[src/rtl/trng_pkg.sv]
// trng_pkg: shared types and constants for the TRNG sampling sequencer.
//   trng_state_t  - sequencer states (IDLE, WARMUP, SAMPLE, HOLD, FAULT)
//   BYTE_W        - width of a delivered random byte
//   DEF_*         - default parameter values for trng_sample_ctrl
//   cnt_w()       - counter width for a modulus, never below 1 bit
package trng_pkg;

   localparam int BYTE_W            = 8;
   localparam int DEF_WARMUP_CYCLES = 64;
   localparam int DEF_SAMPLE_DIV    = 8;
   localparam int DEF_REP_LIMIT     = 32;

   typedef enum logic [2:0] {
      IDLE   = 3'd0,
      WARMUP = 3'd1,
      SAMPLE = 3'd2,
      HOLD   = 3'd3,
      FAULT  = 3'd4
   } trng_state_t;

   // A modulus of 1 would give $clog2 == 0; keep at least one bit.
   function automatic int cnt_w(input int n);
      return (n > 1) ? $clog2(n) : 1;
   endfunction

endpackage

[src/rtl/trng_health_rct.sv]
// trng_health_rct: repetition count test on the raw entropy stream.
//   clk, rst_n  - clock, asynchronous active-low reset
//   clr         - restart the test (next sample counts as the first, count=1)
//   sample_stb  - one-cycle strobe: sample_bit is a new raw sample
//   sample_bit  - the raw sample
//   fail        - high in the strobe cycle whose sample makes the run of
//                 identical samples reach REP_LIMIT (combinational, so the
//                 sequencer can leave on that same edge)
module trng_health_rct
   import trng_pkg::*;
#(
   parameter int REP_LIMIT = DEF_REP_LIMIT
) (
   input  logic clk,
   input  logic rst_n,
   input  logic clr,
   input  logic sample_stb,
   input  logic sample_bit,
   output logic fail
);

   localparam int CNT_W = $clog2(REP_LIMIT + 1);

   logic [CNT_W-1:0] rep_cnt;
   logic             last_bit;
   logic             primed;    // at least one sample seen since clr

   assign fail = sample_stb && primed && (sample_bit == last_bit) &&
                 (rep_cnt == CNT_W'(REP_LIMIT - 1));

   always_ff @(posedge clk or negedge rst_n) begin
      if (!rst_n) begin
         rep_cnt  <= '0;
         last_bit <= 1'b0;
         primed   <= 1'b0;
      end else if (clr) begin
         rep_cnt  <= '0;
         last_bit <= 1'b0;
         primed   <= 1'b0;
      end else if (sample_stb) begin
         primed   <= 1'b1;
         last_bit <= sample_bit;
         if (primed && (sample_bit == last_bit)) begin
            // Saturate; the sequencer is already in FAULT by then.
            if (rep_cnt != CNT_W'(REP_LIMIT))
               rep_cnt <= rep_cnt + 1'b1;
         end else begin
            rep_cnt <= CNT_W'(1);
         end
      end
   end

endmodule

[src/rtl/trng_sample_ctrl.sv]
// trng_sample_ctrl: sequencer for the ring-oscillator entropy source.
// Enables the oscillator, waits out warm-up, samples raw_bit every
// SAMPLE_DIV cycles, optionally von-Neumann debiases, packs bits MSB-first
// into bytes and runs a repetition count health test.
//
// Optional feature: define TRNG_VN_DEBIAS_EN to take samples in pairs
// (10 -> 1, 01 -> 0, 00/11 discarded). Undefined: every sample is a bit.
//
// Ports:
//   clk, rst_n  - clock, asynchronous active-low reset
//   run         - level enable, high = produce bytes
//   raw_bit     - oscillator bit, already synchronised to clk
//   osc_en      - ring-oscillator enable
//   rnd_byte    - packed random byte
//   rnd_valid   - rnd_byte valid
//   rnd_ready   - consumer accepts byte
//   busy        - state != IDLE
//   fault       - health test tripped
//
// Handshake: a byte transfers on a clock edge where rnd_valid && rnd_ready.
// Once raised, rnd_valid and rnd_byte hold until that edge (dropping run
// does not retract it); rnd_valid is low in the following cycle.
// All outputs are registered.
module trng_sample_ctrl
   import trng_pkg::*;
#(
   parameter int WARMUP_CYCLES = DEF_WARMUP_CYCLES,
   parameter int SAMPLE_DIV    = DEF_SAMPLE_DIV,
   parameter int REP_LIMIT     = DEF_REP_LIMIT
) (
   input  logic              clk,
   input  logic              rst_n,
   input  logic              run,
   input  logic              raw_bit,
   output logic              osc_en,
   output logic [BYTE_W-1:0] rnd_byte,
   output logic              rnd_valid,
   input  logic              rnd_ready,
   output logic              busy,
   output logic              fault
);

   localparam int WARM_W = cnt_w(WARMUP_CYCLES);
   localparam int DIV_W  = cnt_w(SAMPLE_DIV);
   localparam int BIT_W  = $clog2(BYTE_W);

   trng_state_t       state;
   logic [WARM_W-1:0] warm_cnt;
   logic [DIV_W-1:0]  div_cnt;
   logic [BIT_W-1:0]  bit_cnt;
   logic [BYTE_W-1:0] sreg;

   logic              sample_stb;
   logic              health_clr;
   logic              health_fail;
   logic              accept;
   logic              acc_bit;
   logic              byte_done;
   logic [BYTE_W-1:0] next_sreg;

`ifdef TRNG_VN_DEBIAS_EN
   logic pair_phase;   // 0: next sample is s0, 1: next sample is s1
   logic pair_first;   // s0 of the current pair
`endif

   // Sample is gated by run so a falling run never consumes a sample.
   assign sample_stb = (state == SAMPLE) && run &&
                       (div_cnt == DIV_W'(SAMPLE_DIV - 1));
   // The run-length count survives HOLD; it restarts after warm-up.
   assign health_clr = (state == IDLE) || (state == WARMUP) || (state == FAULT);

`ifdef TRNG_VN_DEBIAS_EN
   // Pair 10 yields s0 (1), pair 01 yields s0 (0).
   assign accept  = sample_stb && pair_phase && (pair_first != raw_bit);
   assign acc_bit = pair_first;
`else
   assign accept  = sample_stb;
   assign acc_bit = raw_bit;
`endif

   assign byte_done = accept && (bit_cnt == BIT_W'(BYTE_W - 1));
   assign next_sreg = {sreg[BYTE_W-2:0], acc_bit};

   trng_health_rct #(
      .REP_LIMIT (REP_LIMIT)
   ) u_rct (
      .clk        (clk),
      .rst_n      (rst_n),
      .clr        (health_clr),
      .sample_stb (sample_stb),
      .sample_bit (raw_bit),
      .fail       (health_fail)
   );

   always_ff @(posedge clk or negedge rst_n) begin
      if (!rst_n) begin
         state     <= IDLE;
         osc_en    <= 1'b0;
         rnd_byte  <= '0;
         rnd_valid <= 1'b0;
         busy      <= 1'b0;
         fault     <= 1'b0;
         warm_cnt  <= '0;
         div_cnt   <= '0;
         bit_cnt   <= '0;
         sreg      <= '0;
`ifdef TRNG_VN_DEBIAS_EN
         pair_phase <= 1'b0;
         pair_first <= 1'b0;
`endif
      end else begin
         case (state)
            IDLE: begin
               if (run) begin
                  state    <= WARMUP;
                  osc_en   <= 1'b1;
                  busy     <= 1'b1;
                  warm_cnt <= '0;
               end
            end

            WARMUP: begin
               if (!run) begin
                  state    <= IDLE;
                  osc_en   <= 1'b0;
                  busy     <= 1'b0;
                  warm_cnt <= '0;
               end else if (warm_cnt == WARM_W'(WARMUP_CYCLES - 1)) begin
                  state    <= SAMPLE;
                  warm_cnt <= '0;
                  div_cnt  <= '0;
                  bit_cnt  <= '0;
                  sreg     <= '0;
`ifdef TRNG_VN_DEBIAS_EN
                  pair_phase <= 1'b0;
`endif
               end else begin
                  warm_cnt <= warm_cnt + 1'b1;
               end
            end

            SAMPLE: begin
               if (!run) begin
                  // Partial byte is discarded; the next run warms up again.
                  state   <= IDLE;
                  osc_en  <= 1'b0;
                  busy    <= 1'b0;
                  div_cnt <= '0;
                  bit_cnt <= '0;
                  sreg    <= '0;
               end else begin
                  div_cnt <= (div_cnt == DIV_W'(SAMPLE_DIV - 1)) ? '0 : div_cnt + 1'b1;
`ifdef TRNG_VN_DEBIAS_EN
                  if (sample_stb) begin
                     pair_phase <= ~pair_phase;
                     if (!pair_phase)
                        pair_first <= raw_bit;
                  end
`endif
                  if (health_fail) begin
                     // Takes priority over a byte completing on this sample.
                     state     <= FAULT;
                     fault     <= 1'b1;
                     osc_en    <= 1'b0;
                     rnd_valid <= 1'b0;
                     bit_cnt   <= '0;
                     sreg      <= '0;
                  end else if (byte_done) begin
                     state     <= HOLD;
                     rnd_byte  <= next_sreg;
                     rnd_valid <= 1'b1;
                     bit_cnt   <= '0;
                     sreg      <= '0;
                  end else if (accept) begin
                     sreg    <= next_sreg;
                     bit_cnt <= bit_cnt + 1'b1;
                  end
               end
            end

            HOLD: begin
               // Divider frozen; it wrapped to 0 on the completing sample.
               if (rnd_ready) begin
                  rnd_valid <= 1'b0;
                  if (run) begin
                     state <= SAMPLE;
`ifdef TRNG_VN_DEBIAS_EN
                     pair_phase <= 1'b0;
`endif
                  end else begin
                     state   <= IDLE;
                     osc_en  <= 1'b0;
                     busy    <= 1'b0;
                     div_cnt <= '0;
                  end
               end
            end

            FAULT: begin
               if (!run) begin
                  state   <= IDLE;
                  fault   <= 1'b0;
                  busy    <= 1'b0;
                  div_cnt <= '0;
               end
            end

            default: begin
               state     <= IDLE;
               osc_en    <= 1'b0;
               rnd_valid <= 1'b0;
               busy      <= 1'b0;
               fault     <= 1'b0;
            end
         endcase
      end
   end

endmodule

[config.mk]
export PLATFORM = sky130hd
export DESIGN_NAME = trng_sample_ctrl
export DESIGN_NICKNAME = d
export VERILOG_FILES = /design/src/rtl/trng_pkg.sv /design/src/rtl/trng_health_rct.sv /design/src/rtl/trng_sample_ctrl.sv
export SDC_FILE = /design/constraint.sdc
export NUM_CORES = 1
export LEC_CHECK = 0
export ABC_AREA = 1
export BUFFER_PORTS_ARGS = -buffer_cell sky130_fd_sc_hd__buf_2
export CAP_MARGIN = 20
export CORE_MARGIN = 2
export CORE_UTILIZATION = 45
export DETAILED_ROUTE_END_ITERATION = 10
export GPL_ROUTABILITY_DRIVEN = 0
export PLACE_DENSITY = 0.69
export SYNTH_ARGS = -nofsm -noshare
export SYNTH_HDL_FRONTEND = slang
export SYNTH_SLANG_ARGS = --single-unit
[constraint.sdc]
create_clock -name clk -period 1.4 [get_ports clk]
set_input_delay 0.07 -clock clk [delete_from_list [all_inputs] [get_ports clk]]
set_output_delay 0.07 -clock clk [all_outputs]
set_load 0.01 [all_outputs]
==> flow_summary.yaml <==
floorplanning:
  die_w_um: 74.6
  dieArea_mm2: 0.00556
  die_h_um: 74.6
  ios: 17
  coreArea_mm2: 0.00475
  start_util: 0.472
  rows: 25
drt:
  wl_um: 6020
  drc_errors: 0
  dr.pass1.iters: 4
  via_per_inst: 5.05
  wl_per_cell_um: 13.8
  via_count: 2203
  antenna_left: 0
  drt_iter0_drc: 148
yosys:
  synth_top_area_cell: "dfrtp_1"
  synth_common_cells: "nand2_1, dfrtp_1, inv_1"
  synth_edf_count: 0
  synth_top_area_frac: 0.469
  ys_ff_latch: 42
  synth.most_common_cell: "nand2_1"
  synth_area_leaders: "dfrtp_1, nand2_1, inv_1"
  synth_compound_area_frac: 0.0971
  synth_cell_types: 28
  synthCells: 284
  syn_avg_cell_area_um2: 7.89
  netlist_area_mm2: 0.00224
  synth_fa_ha_area_frac: 0.0391
  ys_warn_count: 0
  synth_simple_gate_area_frac: 0.310
  synth.area.mux_share: 0
  synth_ff_type: "dfrtp_1"
  synth-async-reset-ratio: 1.00
  synth-seq-area-share: 0.469
  synth_fp_nets: 296
  synthXorXnorAreaFrac: 0.00781
  synth_top_family_by_area: "simple AND/OR/NAND/NOR gates"
worst_setup_path:
  r2r_end: "bit_cnt[0]"
  crit_chain: "inv_2 > nand2_4 > nor2_4 > buf_4 > nor2_2 > nor2_4 > inv_2 > nor2_1 > nand2_1 > nand2_1"
  startpoint_type: "flop"
  slowest_delay_ns: 0.43
  crit_type: "reg2reg"
  ff2ff_path_depth: 10
  critPathSlowestCell: "dfrtp_1"
  path_max_fanout: 4
  timing.rr.start: "state[2]"
  required_ns: 1.65
  rrSetupSlack_ns: -0.21
  critPathCaptureType: "flop"
  critPathArrivalTime_ns: 1.86
pwr:
  vdd_drop_max_mv: 0.832
  power.density_mw_per_mm2: 1430
  power_mw: 4.83
  power_leakage_nw: 1.73
sta:
  max_clock_freq_mhz: 620
  fin_setup_tns_ns: -3.66
  period_share: 1.15
  worst_pin_slew_ns: 0.493
  relSlewSlack: 0.671
  fin_ws_ns: -0.213
  worst_clock_skew_ns: 0.0109
  hold_viol: 0
  setup_viol: 38
  slew_viol_final: 0
  holdWs_ns: 0.0488
  rsz0062_at_grt: "true"
  fin_crit_ns: 1.61
grt:
  overflow: 0
  met2_usage: 0.313
  antenna_found_initial: 0
  grt_max_degree: 24
  met3_usage: 0.0420
  met1_usage: 0.270
  grt_usage: 0.199
  grt-busiest-layer: "met2"
  grt_pass1_vias: 1927
  grt_pass1_wl_um: 8420
clocking:
  clock_latency_ns: 0.31
  ctsLongestPathBuffers: 2
  cts_made_buffers: 5
  clkSinkCount: 42
  clk_pin_slew_worst_paths_ns: 0.09
  ctsHtreeMaxLevel: 2
  cts_tree: "yes"
  ctsRootBufferMaster: "clkbuf_8"
job:
  max-cap-violations: 0
place:
  place_hpwl_um: 3460
  dp_cells: 411
  postPlaceCellArea_mm2: 0.00283
  port_buffers: 16
  preCtsSetupSlack_ns: -0.201
outcome:
  status: "finished, violations left"
  failed_checks: "setup timing"
final_layout:
  diodes: 0
  layout.nets: 380
  final_area_mm2: 0.00338
  drive_above_1_share: 0.453
  final_util: 0.711
  stdcell_count: 436
  area_growth_pct: 50.8
hold_path:
  hold_depth: 3
  hp-class: "in2reg"
  hold_end: "sreg[0]"
  hold_start: "raw_bit"
-- kinds of logic after synthesis --
logic type / after synthesis
AND/OR/NAND/NOR: 159
adder cells (fa/ha/maj): 7
XOR/XNOR: 2
AO/OA/AOI/OAI: 33
buffers and inverters: 41
flip-flops: 42
-- worst max-delay path by stage --
stage	from	to	cells past startpoint
after CTS	div_cnt[1]	bit_cnt[1]	10
final	state[2]	bit_cnt[0]	10
after global placement	u_rct.rep_cnt[1]	bit_cnt[2]	8
after detailed placement	u_rct.rep_cnt[0]	bit_cnt[2]	8
after global routing	state[1]	bit_cnt[0]	10
after floorplan	warm_cnt[0]	sreg[1]	11
-- critical path, delay by kind of cell, from the launching register on --
family | cells | cell delay [ns]
flip-flops | 1 | 0.43
buffers and inverters | 3 | 0.39
AND/OR/NAND/NOR | 7 | 0.72
-- layout by cell type (no fill, tap or decap), drive strengths merged --
cell | Yosys | routed
o21bai | 1 | 1
clkbuf | 0 | 6
nor3 | 3 | 3
o22ai | 2 | 2
clkinvlp | 0 | 2
nand2 | 94 | 95
o21ai | 20 | 20
nor2 | 30 | 30
nand3 | 17 | 17
o211ai | 1 | 1
clkinv | 1 | 1
inv | 35 | 36
xor2 | 2 | 2
dlygate4sd3 | 0 | 1
a21oi | 6 | 6
buf | 5 | 79
nand4 | 14 | 14
a31oi | 1 | 1
ha | 7 | 7
o21a | 1 | 1
dfrtp | 42 | 42
a22o | 1 | 1
nand3b | 1 | 1
-- registers in the layout (all words and copies together) (netlist names) --
signal          count
bit_cnt             3
warm_cnt            6
osc_en              1
busy                1
rnd_byte            8
sreg                7
u_rct.last_bit      1
u_rct.rep_cnt       6
rnd_valid           1
state               3
div_cnt             3
fault               1
u_rct.primed        1
-- per-layer routing --
metal / share of wire / routed length (um)
met2: 0.50 / 3020
met5: 0 / 0
met4: 0.029 / 174
met3: 0.041 / 248
met1: 0.43 / 2580
-- repair_timing --
| action | in CTS | in global routing |
|---|---|---|
| hold buffers | 1 | 0 |
| gates resized for setup | 34 | 50 |
| cloned | 1 | 1 |
| setup endpoints to repair | 37 | 41 |
| buffers inserted | 4 | 12 |
| pin swaps | 14 | 19 |
| endpoints found under the hold margin | 19 | 0 |
-- report_power, final --
part	switching, mW	internal, mW	total [mW]
Clock	0.477	0.357	0.834
Combinational	1.28	1.18	2.46
Sequential	0.166	1.37	1.54
-- final cells by class --
type	instances	area, um2
sequential	42	1050
clock buffer	5	68.8
tap	67	83.8
multi-input combinational	202	1330
timing repair buffer	81	678
clock inverter	3	23.8
inverter	36	140
fill	347	1370
No activity file was read; power rests on OpenSTA's default activity.
